<file path="src/rtl/operand_fetch_pkg.sv">
// Shared CPU definitions: datapath sizing, operand-B select codes, ALU control codes
// and the operand-fetch output-register states.
package operand_fetch_pkg;
  localparam int DATA_W = 32;
  localparam int REG_N  = 32;
  localparam int ADDR_W = $clog2(REG_N);

  typedef enum logic [2:0] {
    BSEL_RT    = 3'b000,
    BSEL_SIMM  = 3'b001,
    BSEL_ZIMM  = 3'b010,
    BSEL_LUI   = 3'b011,
    BSEL_SHAMT = 3'b100,
    BSEL_RS    = 3'b101
  } b_sel_e;

  typedef enum logic [3:0] {
    ALU_AND = 4'd0,
    ALU_OR  = 4'd1,
    ALU_ADD = 4'd2,
    ALU_SLL = 4'd3,
    ALU_SRL = 4'd4,
    ALU_SRA = 4'd5,
    ALU_SUB = 4'd6,
    ALU_SLT = 4'd7,
    ALU_XOR = 4'd8,
    ALU_NOR = 4'd12
  } alu_ctl_e;

  typedef enum logic {
    ST_EMPTY = 1'b0,
    ST_FULL  = 1'b1
  } of_state_e;
endpackage

</file>
<file path="src/rtl/operand_fetch_regfile_2r1w.sv">
// Two-read / one-write register file with r0 hard-wired to zero and
// same-cycle write-to-read forwarding; overflowed write-backs are dropped.
module regfile_2r1w #(
  parameter int DATA_W = 32,
  parameter int REG_N  = 32,
  localparam int ADDR_W = $clog2(REG_N)
) (
  input  logic              clk,
  input  logic              rst_n,
  input  logic [ADDR_W-1:0] ra_addr,
  input  logic [ADDR_W-1:0] rb_addr,
  output logic [DATA_W-1:0] ra_data,
  output logic [DATA_W-1:0] rb_data,
  input  logic              wb_valid,
  input  logic [ADDR_W-1:0] wb_addr,
  input  logic [DATA_W-1:0] wb_data,
  input  logic              wb_ovf
);
  logic [DATA_W-1:0] mem_r [REG_N];
  logic              we_s;

  assign we_s = wb_valid & ~wb_ovf & (wb_addr != {ADDR_W{1'b0}});

  // Register array: cleared by reset, written when a write-back commits
  always_ff @(posedge clk) begin
    if (!rst_n) begin
      for (int i = 0; i < REG_N; i++) begin
        mem_r[i] <= {DATA_W{1'b0}};
      end
    end else if (we_s) begin
      mem_r[wb_addr] <= wb_data;
    end else begin
      mem_r[wb_addr] <= mem_r[wb_addr];
    end
  end

  // Read port A with r0 zeroing and bypass of the committing write
  always_comb begin
    ra_data = {DATA_W{1'b0}};
    if (ra_addr == {ADDR_W{1'b0}}) begin
      ra_data = {DATA_W{1'b0}};
    end else if (we_s && (wb_addr == ra_addr)) begin
      ra_data = wb_data;
    end else begin
      ra_data = mem_r[ra_addr];
    end
  end

  // Read port B with r0 zeroing and bypass of the committing write
  always_comb begin
    rb_data = {DATA_W{1'b0}};
    if (rb_addr == {ADDR_W{1'b0}}) begin
      rb_data = {DATA_W{1'b0}};
    end else if (we_s && (wb_addr == rb_addr)) begin
      rb_data = wb_data;
    end else begin
      rb_data = mem_r[rb_addr];
    end
  end
endmodule

</file>
<file path="src/rtl/operand_fetch.sv">
// Operand fetch stage: reads the register file, selects ALU operands and holds
// them in a one-entry valid/ready output register.
module operand_fetch #(
  parameter int DATA_W = operand_fetch_pkg::DATA_W,
  parameter int REG_N  = operand_fetch_pkg::REG_N,
  localparam int ADDR_W = $clog2(REG_N)
) (
  input  logic              clk,
  input  logic              rst_n,
  input  logic              in_valid,
  output logic              in_ready,
  input  logic [ADDR_W-1:0] rs_addr,
  input  logic [ADDR_W-1:0] rt_addr,
  input  logic [15:0]       imm16,
  input  logic [4:0]        shamt,
  input  logic              a_sel,
  input  logic [2:0]        b_sel,
  input  logic [3:0]        ctl_in,
  input  logic              wb_valid,
  input  logic [ADDR_W-1:0] wb_addr,
  input  logic [DATA_W-1:0] wb_data,
  input  logic              wb_ovf,
  output logic [DATA_W-1:0] ALU_DA,
  output logic [DATA_W-1:0] ALU_DB,
  output logic [3:0]        ALU_CTL,
  output logic              out_valid,
  input  logic              out_ready
);
  import operand_fetch_pkg::*;

  of_state_e         state_r, state_nx_s;
  logic [DATA_W-1:0] rs_val_s, rt_val_s, opa_s, opb_s;
  logic              cap_s;

  regfile_2r1w #(.DATA_W(DATA_W), .REG_N(REG_N)) u_rf (
    .clk     (clk),
    .rst_n   (rst_n),
    .ra_addr (rs_addr),
    .rb_addr (rt_addr),
    .ra_data (rs_val_s),
    .rb_data (rt_val_s),
    .wb_valid(wb_valid),
    .wb_addr (wb_addr),
    .wb_data (wb_data),
    .wb_ovf  (wb_ovf)
  );

  assign out_valid = (state_r == ST_FULL);
  assign in_ready  = ~out_valid | out_ready;
  assign cap_s     = in_valid & in_ready;

  // Output-register occupancy
  always_ff @(posedge clk) begin
    if (!rst_n) begin
      state_r <= ST_EMPTY;
    end else begin
      state_r <= state_nx_s;
    end
  end

  // Next occupancy: a capture always refills, otherwise out_ready drains
  always_comb begin
    state_nx_s = state_r;
    case (state_r)
      ST_EMPTY: begin
        if (cap_s) state_nx_s = ST_FULL;
        else       state_nx_s = ST_EMPTY;
      end
      ST_FULL: begin
        if (cap_s)          state_nx_s = ST_FULL;
        else if (out_ready) state_nx_s = ST_EMPTY;
        else                state_nx_s = ST_FULL;
      end
      default: state_nx_s = ST_EMPTY;
    endcase
  end

  // Operand selection; shifts take the shifted value from rt on port A
  always_comb begin
    opa_s = {DATA_W{1'b0}};
    if (a_sel) opa_s = rt_val_s;
    else       opa_s = rs_val_s;

    opb_s = {DATA_W{1'b0}};
    case (b_sel)
      BSEL_RT:    opb_s = rt_val_s;
      BSEL_SIMM:  opb_s = {{(DATA_W-16){imm16[15]}}, imm16};
      BSEL_ZIMM:  opb_s = {{(DATA_W-16){1'b0}}, imm16};
      BSEL_LUI:   opb_s = {{(DATA_W-16){1'b0}}, imm16} << 16;
      BSEL_SHAMT: opb_s = {{(DATA_W-5){1'b0}}, shamt};
      BSEL_RS:    opb_s = rs_val_s;
      default:    opb_s = {DATA_W{1'b0}};
    endcase
  end

  // Operand/control capture on handshake; held otherwise
  always_ff @(posedge clk) begin
    if (!rst_n) begin
      ALU_DA  <= {DATA_W{1'b0}};
      ALU_DB  <= {DATA_W{1'b0}};
      ALU_CTL <= 4'd0;
    end else if (cap_s) begin
      ALU_DA  <= opa_s;
      ALU_DB  <= opb_s;
      ALU_CTL <= ctl_in;
    end else begin
      ALU_DA  <= ALU_DA;
      ALU_DB  <= ALU_DB;
      ALU_CTL <= ALU_CTL;
    end
  end
endmodule

</file>
<file path="config.mk">
export PLATFORM = sky130hd
export DESIGN_NAME = operand_fetch
export DESIGN_NICKNAME = d
export VERILOG_FILES = /design/src/rtl/operand_fetch_pkg.sv /design/src/rtl/operand_fetch_regfile_2r1w.sv /design/src/rtl/operand_fetch.sv
export SDC_FILE = /design/constraint.sdc
export NUM_CORES = 2
export LEC_CHECK = 0
export ABC_CLOCK_PERIOD_IN_PS = 5000
export BUFFER_PORTS_ARGS = -buffer_cell sky130_fd_sc_hd__buf_4
export CAP_MARGIN = 20
export CORE_ASPECT_RATIO = 0.6
export CORE_MARGIN = 2
export CORE_UTILIZATION = 30
export CTS_CLUSTER_SIZE = 8
export DETAILED_ROUTE_END_ITERATION = 10
export PLACE_DENSITY = 0.43
export RECOVER_POWER = 25
export SKIP_CTS_REPAIR_TIMING = 1
export SYNTH_ARGS = -nofsm -noshare
export SYNTH_HDL_FRONTEND = slang
export SYNTH_SLANG_ARGS = --single-unit
</file>
<file path="constraint.sdc">
create_clock -name clk -period 5 [get_ports clk]
set_input_delay 0.75 -clock clk [delete_from_list [all_inputs] [get_ports clk]]
set_output_delay 0.75 -clock clk [all_outputs]
set_load 0.05 [all_outputs]
</file>
Word-level counts from Yosys, hierarchy flattened
Memory sizes are Yosys's and may differ from the RTL's. Cells that the tools add are included.

Word-level logic and storage cells: 49. Memory bits (writable): 1024. Bits in read-only memories: 0. Memories: 1. Latch bits: 0. Bits in registers: 69. Output and inout port bits: 70.

Memory list: u_rf.mem_r (words 32, width 32, rd ports 2, clocked after memory_dff 0, write ports 32, line operand_fetch_regfile_2r1w.sv:19) `logic [DATA_W-1:0] mem_r [REG_N];`.

$mul: 0. Reduce and logical (&&, ||, !) cells: 8. Mux-type cells: 21. Div/mod/pow operators: 0. Add/sub/neg operators: 0. Equality and inequality tests: 8. $lt $le $gt $ge: 0. Shifts and indexed selects: 0. Bitwise logic cells: 7.

Operators with widths (number): two-way mux 32 bit (7); one-hot mux 32 bit (6 select lines) (1); OR reduction 32 bit (1); two-way mux 1 bit (11); == test 5 bit (2); zero test 5 bit (2); == test 3 x 2 -> 1 bit, second input constant (2); == test 3 bit, second input constant (2); two-way mux 5 bit (1); nonzero test 5 bit (1); bitwise AND 1 bit (3); == test 3 x 1 -> 1 bit, second input constant (1); zero test 3 bit (1); logical AND 1 bit (2); inverter 1 bit (2); OR 1 bit (2); one-hot mux 1 bit (2 select lines) (1); AND reduction 2 bit (1); inequality test 0 bit (1).

Depth between registers and ports, before layout
Depth after elaboration: 10. Gate-level depth with buffers: 12. Depth with buffers taken out: 7.

By module
From an unflattened synthesis, not the netlist that was laid out.

Cells, all modules: 4434. Area total of the unflattened synthesis: 59878.7 µm².

By module, submodules not included: regfile_2r1w (times used 1, seq. area each 30749.5 µm², cells an instance 4018, area an instance 56065.0 µm²); operand_fetch (times used 1, seq. area each 1381.3 µm², cells an instance 416, area an instance 3813.7 µm²).

Worst setup path before layout
Ideal clock, no wire load.

Path type: input port to flip-flop. Start: input port wb_addr[3]. End: memory u_rf.mem_r[12][0] (enable). Setup time: 0.466 ns. Cell stages on the path: 7. Data arrival time: 4.042 ns. Data required time: 4.534 ns. Slack: 0.493 ns. Cells stage by stage: buf_2 -> or3_1 -> clkbuf_1 -> nand3_1 -> clkbuf_1 -> clkbuf_1 -> o21ai_0.

RTL lines: start, declared (line operand_fetch.sv:20) `input logic [ADDR_W-1:0] wb_addr,`; end, declared (line operand_fetch_regfile_2r1w.sv:19).

==> impl_results.md <==
* Status: complete, but fails checks
* Failing checks: max-capacitance violations, max-slew violations
* I/O Buffers at 151
* Startpoint Class: input port
* Min-Delay Endpoint: ALU_CTL[3]
* Hold Crit Start: ctl_in[3]
* Layout overhead on the synthesized area at 15.5%
* Routability congestion estimate at 0.879
* CP max FO at 31
* Slowest stage delay, CP at 2.15 ns
* Setup Viol. Count Final at 0
* Die ar. at 201000 um2
* Sw Pwr at 6570 uW
* Clock skew at 0.0333 ns
* GR Overflow Total at 0
* Detailed Routing Iterations Pass 1 at 6
* Detail Placement HPWL at 169000 um
* Setup slack, reg-to-reg at 1.86 ns
* Synth area leaders: edfxtp_1 (52%), mux4_2 (16%), and2_1 (10%)
* Sequential share of the synthesized area at 0.544
* Number of distinct library cells after synthesis at 77
* Post-route DRC at 0
* Hold Crit Depth at 3
* Worst-Margin Slew at 3.12 ns
* Crit Reg-Reg Endpoint: ALU_DB[25]
* CTS Root Cell: clkbuf_16
* Die X at 577 um
* Fin crit period at roughly 4.3 ns
* Max-Cap Viols at 18
* Peak VDD IR at between 0.2 and 0.25 mV
* Total power at 24100 uW
* Logic gate share of total power at 0.136
* Initial drt markers at about 6300
* Total Nets Final at 4443
* Final Core Density at 0.348
* GRT Total Usage at 0.260
* Clk Latency, worst-skew pair at 0.79 ns
* Sink Count at 1093
* Largest net degree at the start of global routing at 62
* Pwr/cell area at between 300 and 400 nW/um2
* Wirelength per Cell at between 30 and 40 um
* Synth Instances at about 4200
* Lkg Pwr at roughly 0.023 uW
* CTS Buffer Depth at 4
* Worst path cell trace: clkbuf_1 -> and2_0 -> nand3b_1 -> buf_4 -> nor2_4 -> clkbuf_1 -> and2_1
* Slew margin rel. at -1.08
* Detailed Route WL at around 260000 um
* Post-synthesis sequential element count at 1093
* Worst Reg2Reg Path Length in Cells at 6
* Seq pwr share at 0.447
* Starting Density at 0.301
* First-pass GRT wire length at 359000 um
* Ratio of cells with drive above 1 in the final layout at 0.223
* Vias per inst at between 5 and 6
* Reg-to-Reg Start: out_valid
* Clock transition at path regs at about 0.05 ns
* Post-Syn Area at 59000 um2
* Die Y-Extent at between 300 and 400 um
* Yosys warnings at 0
* Critical path arrival at 4.96 ns
* Worst setup path category: in2reg
* Initial antenna violation count at 31
* H-tree depth at 4
* EDFF count, synth at between 1000 and 1500
* Core Region at 196000 um2
* Worst Hold Slack at 0.211 ns
* Endpoints failing hold at 0
* Share of the synthesized area in the top cell type at 0.521
* Synth Flop Type: edfxtp_1
* Total CTS buffers at 163
* Vias in the first global route at 39300
* Antenna Violating Nets Remaining at 0
* HP Class: in2reg
* Switch share at 0.272
* Avg Cell Area, Syn at around 14 um2
* Internal Power at 17600 uW
* CTS tree: yes
* Clock network fraction of design power at 0.417
* Total Neg Setup Slack at 0 ns
* Share of synthesized flip-flops with an asynchronous set or reset at 0
* Most frequent CP cell: clkbuf_1
* Fin crit share at 0.865
* RSZ-0062 raised after global routing: false
* Yosys top cell by area: edfxtp_1
* CP required at 5.63 ns
* Via count at ~40000
* # rows at 126
* IO Count at approximately 150
* Final Max Tran Viols at 398
* Worst Setup End Kind: register
* Highest-delay cell along the critical path: clkbuf_1
* Max Freq at 0.231 GHz
## synth_stat cells, types with 21 or more instances
library cell / n
a31oi_1: 27
nand3_1: 25
buf_2: 54
and2_1: 988
a22o_1: 21
clkbuf_1: 288
mux2i_1: 257
o211ai_1: 25
nand2_1: 64
o22ai_1: 59
a211oi_1: 25
dfxtp_1: 69
buf_6: 35
buf_4: 42
mux4_2: 416
nor2_1: 133
a221oi_1: 68
edfxtp_1: 1024
nor3_1: 72
a22oi_1: 101
a21oi_1: 68
o21ai_0: 114
## power by group through the flow
stage | Clock (uW) | Sequential, uW | Combinational, uW
2_1_floorplan | 0 | 11000 | 1710
3_3_place_gp | 0 | 10900 | 3280
3_5_place_dp | 0 | 10900 | 3280
4_1_cts | 10200 | 10800 | 3290
5_1_grt | 10500 | 10800 | 3360
6_report | 10100 | 10800 | 3280
## layer usage
metal | share of wire | track usage
met5 | 0.00020 | 0
met4 | 0.026 | 0.0638
met3 | 0.096 | 0.0567
met2 | 0.41 | 0.365
met1 | 0.46 | 0.402
## final cells by class
class                   count  area [um2]
clock buffers             190        4270
flip-flops and latches   1093       32100
fillers                 18900      128000
well taps                2624        3280
inverters                  13        48.8
clock inverters             4        31.3
repair buffers            382        3320
diodes                     18        45.0
multi-input cells        2708       25100
## sequential cells by signal, summed over array words and instances, names as in the netlist
name	count
u_rf.mem_r	1024
ALU_DA	32
ALU_DB	32
ALU_CTL	4
out_valid	1
## critical path: cells and delay by family
kind	cells	cell delay [ns]
buffers and inverters	3	3.05
and+or+nand+nor	4	0.96
## logic make-up (layout without fill, tap and decap cells)
| logic type | count (synthesis) | after routing | share of synthesized area |
|---|---|---|---|
| mux | 694 | 694 | 0.208 |
| buf+inv | 453 | 589 | 0.0396 |
| other cells | 1 | 50 | 0.0000635 |
| compound gates | 595 | 595 | 0.0704 |
| xor+xnor | 11 | 11 | 0.00163 |
| flops | 1093 | 1093 | 0.544 |
| simple gates | 1376 | 1376 | 0.136 |
## placed cells by master, fill, tap and decap left out, types with 8 or more instances in the layout
cell type / netlist / routed
a211oi_1: 25 / 24
nor3_1: 72 / 72
a22oi_1: 101 / 101
diode_2: 0 / 18
nor2_4: 0 / 19
a221oi_1: 68 / 68
a31oi_1: 27 / 27
o211ai_1: 25 / 25
inv_1: 11 / 11
mux2_2: 14 / 14
nor2b_1: 18 / 15
conb_1: 1 / 32
and3_1: 9 / 9
mux2i_1: 257 / 257
clkbuf_1: 288 / 97
o21ai_0: 114 / 95
o221a_2: 8 / 8
a21oi_1: 68 / 67
a21boi_0: 8 / 8
and2_1: 988 / 939
o221ai_1: 9 / 9
a22o_1: 21 / 21
nand2b_1: 15 / 15
buf_4: 42 / 237
o21ai_4: 0 / 19
nand3_1: 25 / 24
or3_1: 13 / 13
mux4_2: 416 / 416
buf_12: 0 / 57
o22a_1: 9 / 9
nand2_1: 64 / 62
and2_0: 2 / 49
edfxtp_1: 1024 / 1024
clkbuf_16: 0 / 167
nor2_1: 133 / 113
o22ai_1: 59 / 59
dfxtp_1: 69 / 69
## how the worst max path moves through the flow
stage | end | startpoint | slack (ns)
3_3_place_gp | ALU_DB[10] | rt_addr[1] | 0.34
4_1_cts | ALU_DB[22] | rs_addr[0] | 1.62
5_1_grt | u_rf.mem_r[17][16] | rst_n | 0.73
3_5_place_dp | ALU_DB[22] | rs_addr[0] | 0.79
6_report | u_rf.mem_r[17][18] | rst_n | 0.67
2_1_floorplan | u_rf.mem_r[12][0] | wb_addr[3] | 0.49
## metrics by stage
stage | std cells | setup slack, ns | instance area, um2
floorplan | 4254 | 0.493 | 59200
global placement | 6817 | 0.343 | 64400
detailed placement | 6820 | 0.793 | 64500
CTS | 7014 | 1.62 | 68800
global route | 7017 | 0.734 | 68200
finish | 7032 | 0.675 | 68200
Power figures use the tool's default switching activity.
